===== src/rtl/avr_debug_pkg.sv =====
// Shared definitions for the debug register-access initiator:
// host opcodes and FSM state encoding.
package avr_debug_pkg;

    localparam logic [1:0] OP_READ  = 2'b00;
    localparam logic [1:0] OP_WRITE = 2'b01;
    localparam logic [1:0] OP_DUMP  = 2'b10;
    localparam logic [1:0] OP_RSVD  = 2'b11;

    typedef enum logic [2:0] {
        ST_IDLE,
        ST_HALT_WAIT,
        ST_RD_ADDR,
        ST_RD_DATA,
        ST_WR,
        ST_RESP,
        ST_RELEASE
    } state_t;

endpackage


===== src/rtl/avr_debug_halt_ctrl.sv =====
// CPU halt handshake: drives the halt request, counts cycles waiting for the
// core to halt, and flags loss of halt while the register port is in use.
module avr_debug_halt_ctrl
    import avr_debug_pkg::*;
#(
    parameter int HALT_TIMEOUT = 255
) (
    input  logic clk,
    input  logic rst_n,
    input  logic req_en,
    input  logic wait_en,
    input  logic own_en,
    input  logic cpu_halted,
    output logic cpu_halt_req,
    output logic halt_ok,
    output logic timeout,
    output logic halt_lost
);

    logic [15:0] wait_cnt;

    // Counter only runs while waiting; anything else returns it to zero.
    always_ff @(posedge clk) begin
        if (!rst_n) begin
            wait_cnt <= '0;
        end else if (wait_en && !cpu_halted) begin
            wait_cnt <= wait_cnt + 16'd1;
        end else begin
            wait_cnt <= '0;
        end
    end

    assign cpu_halt_req = req_en;
    assign halt_ok      = wait_en && cpu_halted;
    assign timeout      = wait_en && !cpu_halted && (wait_cnt == 16'(HALT_TIMEOUT - 1));
    assign halt_lost    = own_en && !cpu_halted;

endmodule


===== src/rtl/avr_debug_reg_access.sv =====
// Debug-side initiator for the general-purpose register bank: halts the core,
// performs READ / WRITE / DUMP through the bank port and returns responses.
module avr_debug_reg_access
    import avr_debug_pkg::*;
#(
    parameter int HALT_TIMEOUT = 255,
    parameter int NUM_REGS     = 32
) (
    input  logic       clk,
    input  logic       rst_n,
    input  logic       cmd_valid,
    output logic       cmd_ready,
    input  logic [1:0] cmd_op,
    input  logic [4:0] cmd_addr,
    input  logic [7:0] cmd_wdata,
    output logic       rsp_valid,
    input  logic       rsp_ready,
    output logic [4:0] rsp_addr,
    output logic [7:0] rsp_data,
    output logic       rsp_err,
    output logic       rsp_last,
    output logic       cpu_halt_req,
    input  logic       cpu_halted,
    output logic [4:0] rf_addr,
    output logic       rf_write,
    output logic [7:0] rf_wdata,
    input  logic [7:0] rf_rdata
);

    localparam logic [4:0] LAST_IDX = 5'(NUM_REGS - 1);

    state_t     state, state_next;
    logic [1:0] op_q, op_next;
    logic [4:0] idx_q, idx_next;
    logic [7:0] wdata_q, wdata_next;
    logic [7:0] data_q, data_next;
    logic       err_q, err_next;
    logic       last_q, last_next;
    logic       halt_cmd_q, halt_cmd_next;
    logic       ready_q;
    logic       req_en, wait_en, own_en;
    logic       halt_ok, timeout, halt_lost;

    assign wait_en = (state == ST_HALT_WAIT);
    assign own_en  = (state == ST_RD_ADDR) || (state == ST_RD_DATA) || (state == ST_WR);
    assign req_en  = wait_en || own_en || ((state == ST_RESP) && halt_cmd_q);

    avr_debug_halt_ctrl #(
        .HALT_TIMEOUT(HALT_TIMEOUT)
    ) u_halt_ctrl (
        .clk          (clk),
        .rst_n        (rst_n),
        .req_en       (req_en),
        .wait_en      (wait_en),
        .own_en       (own_en),
        .cpu_halted   (cpu_halted),
        .cpu_halt_req (cpu_halt_req),
        .halt_ok      (halt_ok),
        .timeout      (timeout),
        .halt_lost    (halt_lost)
    );

    always_comb begin
        state_next    = state;
        op_next       = op_q;
        idx_next      = idx_q;
        wdata_next    = wdata_q;
        data_next     = data_q;
        err_next      = err_q;
        last_next     = last_q;
        halt_cmd_next = halt_cmd_q;
        case (state)
            ST_IDLE: begin
                if (cmd_valid && ready_q) begin
                    op_next       = cmd_op;
                    wdata_next    = cmd_wdata;
                    idx_next      = (cmd_op == OP_DUMP) ? 5'd0 : cmd_addr;
                    data_next     = '0;
                    err_next      = (cmd_op == OP_RSVD);
                    last_next     = (cmd_op == OP_RSVD);
                    halt_cmd_next = (cmd_op != OP_RSVD);
                    state_next    = (cmd_op == OP_RSVD) ? ST_RESP : ST_HALT_WAIT;
                end
            end
            ST_HALT_WAIT: begin
                if (halt_ok) begin
                    state_next = (op_q == OP_WRITE) ? ST_WR : ST_RD_ADDR;
                end else if (timeout) begin
                    data_next  = '0;
                    err_next   = 1'b1;
                    last_next  = 1'b1;
                    state_next = ST_RESP;
                end
            end
            // Losing the halt while the port is ours ends the command with an error.
            ST_RD_ADDR, ST_RD_DATA, ST_WR: begin
                if (halt_lost) begin
                    data_next = '0;
                    err_next  = 1'b1;
                    last_next = 1'b1;
                end else if (state == ST_RD_DATA) begin
                    data_next = rf_rdata;
                    err_next  = 1'b0;
                    last_next = (op_q != OP_DUMP) || (idx_q == LAST_IDX);
                end else if (state == ST_WR) begin
                    data_next = wdata_q;
                    err_next  = 1'b0;
                    last_next = 1'b1;
                end
                if (halt_lost || state != ST_RD_ADDR) begin
                    state_next = ST_RESP;
                end else begin
                    state_next = ST_RD_DATA;
                end
            end
            ST_RESP: begin
                if (rsp_ready) begin
                    if (!last_q) begin
                        idx_next   = idx_q + 5'd1;
                        state_next = ST_RD_ADDR;
                    end else begin
                        state_next = ST_RELEASE;
                    end
                end
            end
            ST_RELEASE: state_next = ST_IDLE;
            default:    state_next = ST_IDLE;
        endcase
    end

    // cmd_ready is registered so it stays low through the reset cycle itself.
    always_ff @(posedge clk) begin
        if (!rst_n) begin
            state      <= ST_IDLE;
            op_q       <= OP_READ;
            idx_q      <= '0;
            wdata_q    <= '0;
            data_q     <= '0;
            err_q      <= 1'b0;
            last_q     <= 1'b0;
            halt_cmd_q <= 1'b0;
            ready_q    <= 1'b0;
        end else begin
            state      <= state_next;
            op_q       <= op_next;
            idx_q      <= idx_next;
            wdata_q    <= wdata_next;
            data_q     <= data_next;
            err_q      <= err_next;
            last_q     <= last_next;
            halt_cmd_q <= halt_cmd_next;
            ready_q    <= (state_next == ST_IDLE);
        end
    end

    assign cmd_ready = ready_q;
    assign rsp_valid = (state == ST_RESP);
    assign rsp_addr  = idx_q;
    assign rsp_data  = data_q;
    assign rsp_err   = err_q;
    assign rsp_last  = last_q;
    assign rf_addr   = idx_q;
    assign rf_wdata  = wdata_q;
    assign rf_write  = (state == ST_WR) && cpu_halted;

endmodule


===== config.mk =====
export PLATFORM = sky130hd
export DESIGN_NAME = avr_debug_reg_access
export DESIGN_NICKNAME = d
export VERILOG_FILES = /design/src/rtl/avr_debug_pkg.sv /design/src/rtl/avr_debug_halt_ctrl.sv /design/src/rtl/avr_debug_reg_access.sv
export SDC_FILE = /design/constraint.sdc
export NUM_CORES = 1
export LEC_CHECK = 0
export BUFFER_PORTS_ARGS = -buffer_cell sky130_fd_sc_hd__buf_2
export CAP_MARGIN = 15
export CORE_MARGIN = 1.5
export CORE_UTILIZATION = 48
export CTS_CLUSTER_SIZE = 24
export DETAILED_ROUTE_END_ITERATION = 7
export MAX_ROUTING_LAYER = met4
export PLACE_DENSITY = 0.85
export REMOVE_ABC_BUFFERS = 1
export SKIP_CTS_REPAIR_TIMING = 1
export SYNTH_ARGS = -nofsm -noshare
export SYNTH_HDL_FRONTEND = slang
export SYNTH_SLANG_ARGS = --single-unit

===== constraint.sdc =====
create_clock -name clk -period 1.9 [get_ports clk]
set_input_delay 0.095 -clock clk [delete_from_list [all_inputs] [get_ports clk]]
set_output_delay 0.095 -clock clk [all_outputs]
set_load 0.05 [all_outputs]

==> results of run 1 <==
==> path summary, 6_finish.rpt <==
path | to | slack [ns] | cells past startpoint
worst max-delay path | rsp_last$_SDFFE_PN0P_ | 0.08 | 6
worst min-delay path | rf_wdata[6]$_SDFFE_PN0P_ | 0.02 | 3
worst max register to register | rsp_last$_SDFFE_PN0P_ | 0.08 | 6
worst min register to register | rsp_data[6]$_SDFFE_PN0P_ | 0.46 | 2
==> metrics by stage <==
step                power [W]  TNS [ns]  hold WS [ns]  cell area, um2  utilization
global route          0.00319   -0.0168        0.0280            2890        0.607
floorplan             0.00204    -0.905         0.195            2280            -
CTS                   0.00301         0        0.0301            2860        0.601
global placement      0.00240         0         0.341            2770        0.582
detailed placement    0.00242         0         0.349            2770        0.582
finish                0.00303         0        0.0246            2890        0.607
==> metal layers <==
layer | track usage | routed length, um | vias to the layer above
li1 | - | - | 1128
met1 | 0.252 | 2320 | 1023
met2 | 0.371 | 2730 | 61
met3 | 0.0590 | 364 | 9
met4 | 0.0700 | 90 | 0
met5 | - | 0 | -
==> synthesized netlist by cell type, types with 2 or more instances <==
library cell	number	share of area
a211o_1	2	0.0073
a211oi_1	2	0.0063
a21boi_0	15	0.047
a21o_1	10	0.031
a21oi_1	11	0.023
and3b_1	2	0.0073
and4_1	4	0.015
buf_2	5	0.010
buf_4	6	0.019
clkbuf_1	10	0.016
dfxtp_1	46	0.38
ha_1	4	0.021
inv_1	8	0.013
mux2i_1	11	0.046
nand2_1	34	0.053
nand2b_1	5	0.013
nand3_1	19	0.040
nand3b_1	2	0.0063
nand4_1	5	0.013
nor2_1	12	0.019
nor2b_1	6	0.016
nor3b_1	2	0.0063
nor4_1	2	0.0052
o211a_1	3	0.013
o211ai_1	4	0.013
o21a_1	3	0.0094
o21ai_0	19	0.040
or3_1	7	0.018
xnor2_1	2	0.0073
xor2_1	5	0.018
==> area by class of cell <==
type	instances	area [um2]
Fill cell	440	1870
Inverter	8	30.0
Sequential cell	46	925
Timing Repair Buffer	73	403
Multi-Input combinational cell	208	1360
Clock inverter	2	13.8
Tap cell	67	83.8
Clock buffer	6	72.6
==> flip-flops by register name (all words and copies together), names as in the netlist <==
register	flops
u_halt_ctrl.wait_cnt	16
halt_cmd_q	1
state	3
rsp_last	1
op_q	2
cmd_ready	1
rsp_data	8
rf_wdata	8
rsp_err	1
rf_addr	5
==> kinds of logic (layout without fill, tap and decap cells) <==
group	after synthesis	in the layout	share of synthesized area
DFF	46	46	0.385
buffers and inverters	29	89	0.0575
xor gates and xnor gates	7	7	0.0256
and+or+nand+nor	111	111	0.254
adders and majority gates	4	4	0.0209
AOI/OAI and AO/OA	75	75	0.211
muxes	11	11	0.0460
==> tightest hold or removal path, delay by kind of cell <==
kind	cells	cell delay [ns]
buf+inv	1	0.09
compound gates	1	0.06
simple gates	1	0.04
==> power by group through the flow <==
stage          Sequential (W)  Clock (W)  Combinational [W]
2_1_floorplan         0.00153          0           0.000512
3_5_place_dp          0.00118          0            0.00124
5_1_grt               0.00118   0.000647            0.00136
3_3_place_gp          0.00117          0            0.00123
6_report              0.00117   0.000594            0.00127
4_1_cts               0.00116   0.000602            0.00125
==> impl_results.md, run 1 <==
* WP data arrival at 2.02 ns
* Global-route wire length before repair at 8.96 mm
* Slew Limit Fails at 0
* Slowest cell on crit path: or4b_2
* Commonest cells after routing, fill and taps aside: 58 x buf_2, 43 x dfxtp_1, 34 x nand2_1
* Antenna violations before repair at 0
* EDFF count, synth at 0
* Status: finished clean
* # IOs at 60
* Largest delay share family, worst path: simple AND/OR/NAND/NOR gates
* Final wirelength at 5.51 mm
* Hold Fails Final Rpt at 0
* PortBufs at 59
* Clock share of power at 0.196
* Headroom to the max-slew limit at 0.501
* Slew @ Worst Pin at 0.745 ns
* WS Path Type: reg2reg
* Avg Cell Area, Syn at 8.45 um2
* Sequential area share after synthesis at 0.385
* Top_reg_cell synth: dfxtp_1
* MaxCap Viol Count at 0
* Core Area at 0.00475 mm2
* Startpoint types: register
* Clock Path Buffers at 2
* Post-Syn Instances at 283
* Min Tclk post-route at 1.82 ns
* P per Cell Area at 1050 mW/mm2
* Fraction of power consumed by sequential logic at 0.386
* Max Freq at 549 MHz
* Vias in the first global route at 2,020
* Leakage power total at 1.23 nW
* Worst skew pair latency at 0.31 ns
* Worst hold path class: in2reg
* Die height at 73.6 um
* Ant diodes at 0
* Row cnt at 25
* Residual DRC count at 0
* Reg2reg start: rf_addr[0]$_SDFFE_PN0P_
* Switching share of power at 0.420
* DR WL/cell at 13.4 um
* Commonest non-fill, non-tap cell in the layout: buf_2
* Global placement routability congestion at 0.859
* Required time of the critical path at 2.10 ns
* Die Span X at 73.6 um
* Final ANT Viol Nets at 0
* Worst slack at placement at 0.0424 ns
* Global route overflow at 0
* Worst setup EP type: register
* GR Util All Layers at 0.219
* Layout cell share with drive strength beyond 1 at 0.265
* Slowest stage delay, CP at 0.60 ns
* HPWL Detailed at 4.01 mm
* Mapped Area at 0.00239 mm2
* Layout Skew at 0.00951 ns
* Seq cells post-synth at 46
* Internal power contribution at 0.00176 W
* Buffer type at the clock tree root: clkbuf_8
* Critical path, cell by cell: ha_4 > and3_4 > ha_1 > or4b_2 > o211ai_1 > mux2i_1
* Worst path bufs/invs at 0
* H-tree depth at 2
* CTS tree: yes
* Clk sink count at 46
* DR vias/cell at 5.42
* Vias at 2,221
* Placed Instances at 402
* CP startpoint: rf_addr[0]$_SDFFE_PN0P_
* Clock-pin slew on the worst setup and hold paths at 0.09 ns
* Final std cells w/o fill at 410
* Final setup violation count at 0
* P_sw at 0.00127 W
* Hold path start: cmd_wdata[6]
* Die area at 0.00542 mm2
* Synth unique cells at 47
* Final worst setup slack at 0.0797 ns
* Largest net degree at the start of global routing at 28
* Peak VDD IR at 0.492 mV
* Critical path peak fanout at 3
* Initial core utilization at 0.503
* Fin crit share at 0.958
* Final net count at 374
* First-pass iteration count of the detailed router at 4
* First-iteration detailed-routing DRC count at 116
* Combinational share of power at 0.418
* Total CTS buffers at 5
* Post-synth ARST share at 0
* Ys Warns at 0
* Area Growth Syn to Fin at 20.7%
Note: power is estimated with default switching activity, not from simulation.
==> run 2, diff against run 1 <==
- GPL_TIMING_DRIVEN: unset -> 0
- RECOVER_POWER: unset -> 25
- SLEW_MARGIN: unset -> 15
==> run 2 against run 1 <==
Compared with the run above: die area unchanged; flip-flop and latch count stayed put; first-iteration DRC count increased by 46%; global-route usage down 1.8 points; non-clock buffer count decreased by 10; clock skew down 0.00060 ns; utilization fell by 0.66 points; via count decreased by 3.1%; register-to-register slack got worse by 0.05 ns.
==> impl_results.md, run 2 (synthesis results as in run 1) <==
* Status: finished clean
* Die Span X at 73.6 um (unchanged)
* Largest net degree at the start of global routing at 38 (+36%)
* Final setup violation count at 0 (unchanged)
* DR vias/cell at 5.38 (-0.64%)
* Total CTS buffers at 5 (unchanged)
* CTS tree: yes
* Hold Fails Final Rpt at 0 (unchanged)
* Final net count at 364 (-2.7%)
* Critical Path Sink: rsp_last$_SDFFE_PN0P_
* Core Area at 0.00475 mm2 (unchanged)
* Required time of the critical path at 2.10 ns (about the same)
* Residual DRC count at 0 (unchanged)
* Internal power contribution at 0.00183 W (+3.9%)
* Antenna violations before repair at 0 (unchanged)
* Switching share of power at 0.410 (-0.0105)
* Slew @ Worst Pin at 0.661 ns (-0.0840 ns)
* PortBufs at 59 (unchanged)
* Min Tclk post-route at 1.87 ns (+0.0488 ns)
* Worst skew pair latency at 0.31 ns (about the same)
* Global route overflow at 0 (unchanged)
* Area Growth Syn to Fin at 19.4%
* Critical path peak fanout at 4 (+1)
* P_sw at 0.00127 W (-0.47%)
* Reg2reg start: rf_addr[0]$_SDFFE_PN0P_
* Largest register by flop count: u_halt_ctrl.wait_cnt
* Slowest cell on crit path: or4b_2
* Worst setup EP type: register
* Layout Utilization at 0.601 (-0.00658)
* Buffer type at the clock tree root: clkbuf_8
* # IOs at 60 (unchanged)
* Final worst setup slack at 0.0308 ns (-0.0488 ns)
* Fin crit share at 0.984 (+0.0257)
* First-pass iteration count of the detailed router at 4 (unchanged)
* Global-route wire length before repair at 8.24 mm (-8.0%)
* Hold-critical path depth at 2 (-1)
* Area of the multi-input gates at 0.00140 mm2 (+2.9%)
* Combinational share of power at 0.360 (-0.058)
* DR WL/cell at 13.3 um (-0.76%)
* Initial core utilization at 0.503 (unchanged)
* Worst hold path class: in2reg
* Fraction of power consumed by sequential logic at 0.407 (+0.021)
* Register area at 932 um2 (+0.81%)
* Clock-pin slew on the worst setup and hold paths at 0.09 ns (about the same)
* Slowest stage delay, CP at 0.62 ns (+0.02 ns)
* Final ANT Viol Nets at 0 (unchanged)
* P per Cell Area at 1080 mW/mm2 (+3.2%)
* HPWL Detailed at 3.67 mm (-8.4%)
* Slew Limit Fails at 0 (unchanged)
* Headroom to the max-slew limit at 0.557 (+0.0563)
* WP data arrival at 2.07 ns (+0.05 ns)
* Number of fill cells in the layout at 437 (-0.68%)
* Row cnt at 25 (unchanged)
* Commonest cells after routing, fill and taps aside: 41 x dfxtp_1, 40 x buf_2, 34 x nand2_1
* Layout cell share with drive strength beyond 1 at 0.207 (-0.0581)
* CP startpoint: rf_addr[0]$_SDFFE_PN0P_
* Layout Skew at 0.00891 ns (-0.000600 ns)
* Startpoint types: register
* MaxCap Viol Count at 0 (unchanged)
* Vias at 2,153 (-3.1%)
* Critical path, cell by cell: ha_4 > and3_4 > ha_2 > or4b_2 > o211ai_1 > mux2i_1
* Peak VDD IR at 0.586 mV (+19%)
* R2R cell count at 6 (unchanged)
* Clk sink count at 46 (unchanged)
* WS Path Type: reg2reg
* Die height at 73.6 um (unchanged)
* Worst slack at placement at -0.644 ns (-0.687 ns)
* Reg2reg end: rsp_last$_SDFFE_PN0P_
* Clock share of power at 0.233 (+0.037)
* Leakage power total at 1.10 nW (-10%)
* First-iteration detailed-routing DRC count at 169 (+46%)
* Max reg flops at 16 (unchanged)
* Clock Path Buffers at 2 (unchanged)
* Vias in the first global route at 1,888 (-6.5%)
* R2r setup slk at 0.03 ns (-0.05 ns)
* Ant diodes at 0 (unchanged)
* GR Util All Layers at 0.202 (-0.0176)
* Commonest non-fill, non-tap cell in the layout: dfxtp_1
* Final wirelength at 5.34 mm (-3.2%)
* H-tree depth at 2 (unchanged)
* Die area at 0.00542 mm2 (unchanged)
* Max Freq at 535 MHz (-2.6%)
* Global placement routability congestion at 0.791 (-7.9%)
==> run 2: area by class of cell <==
class	count	area share
flip-flops and latches	46	0.326
clock buffers	6	0.0254
inverters	8	0.0105
clock inverters	2	0.0131
well taps	67	0.0293
multi-input cells	208	0.490
repair buffers	63	0.106
==> run 2: how the worst min path moves through the flow <==
stage | start | to
detailed placement | cmd_op[1] | halt_cmd_q$_SDFFE_PN0P_
CTS | cmd_op[1] | halt_cmd_q$_SDFFE_PN0P_
global route | cmd_op[1] | halt_cmd_q$_SDFFE_PN0P_
global placement | cmd_op[1] | halt_cmd_q$_SDFFE_PN0P_
floorplan | cmd_op[1] | halt_cmd_q$_SDFFE_PN0P_
finish | cmd_op[0] | halt_cmd_q$_SDFFE_PN0P_
==> run 2: power by group through the flow <==
stage               logic [W]  registers (W)  clock network, W
finish                0.00111        0.00126          0.000721
floorplan            0.000512        0.00153                 0
CTS                   0.00109        0.00122          0.000742
detailed placement    0.00108        0.00124                 0
global placement      0.00107        0.00124                 0
global route          0.00119        0.00128          0.000786
==> run 2: metrics by stage <==
stage	TNS (ns)	power [W]	instance area (um2)	hold slack, ns	cells
floorplan	-0.905	0.00204	2280	0.195	262
CTS	-18.66	0.00305	2770	0.0125	396
detailed placement	-17.34	0.00233	2660	0.349	388
finish	0	0.00309	2860	0.0210	400
global route	-0.0135	0.00326	2860	0.00879	400
global placement	-15.91	0.00231	2660	0.339	388
==> run 2: routing by layer <==
layer  track usage  part of all wire
met5             -                 0
met4        0.0782             0.013
met3        0.0508             0.050
met2         0.330              0.50
met1         0.238              0.44
==> run 2: critical path, delay by kind of cell, from the launching register on <==
family	cells	cell delay [ns]
mux	1	0.09
fa+ha+maj	2	0.32
simple gates	2	0.79
compound gates	1	0.19
flops	1	0.37
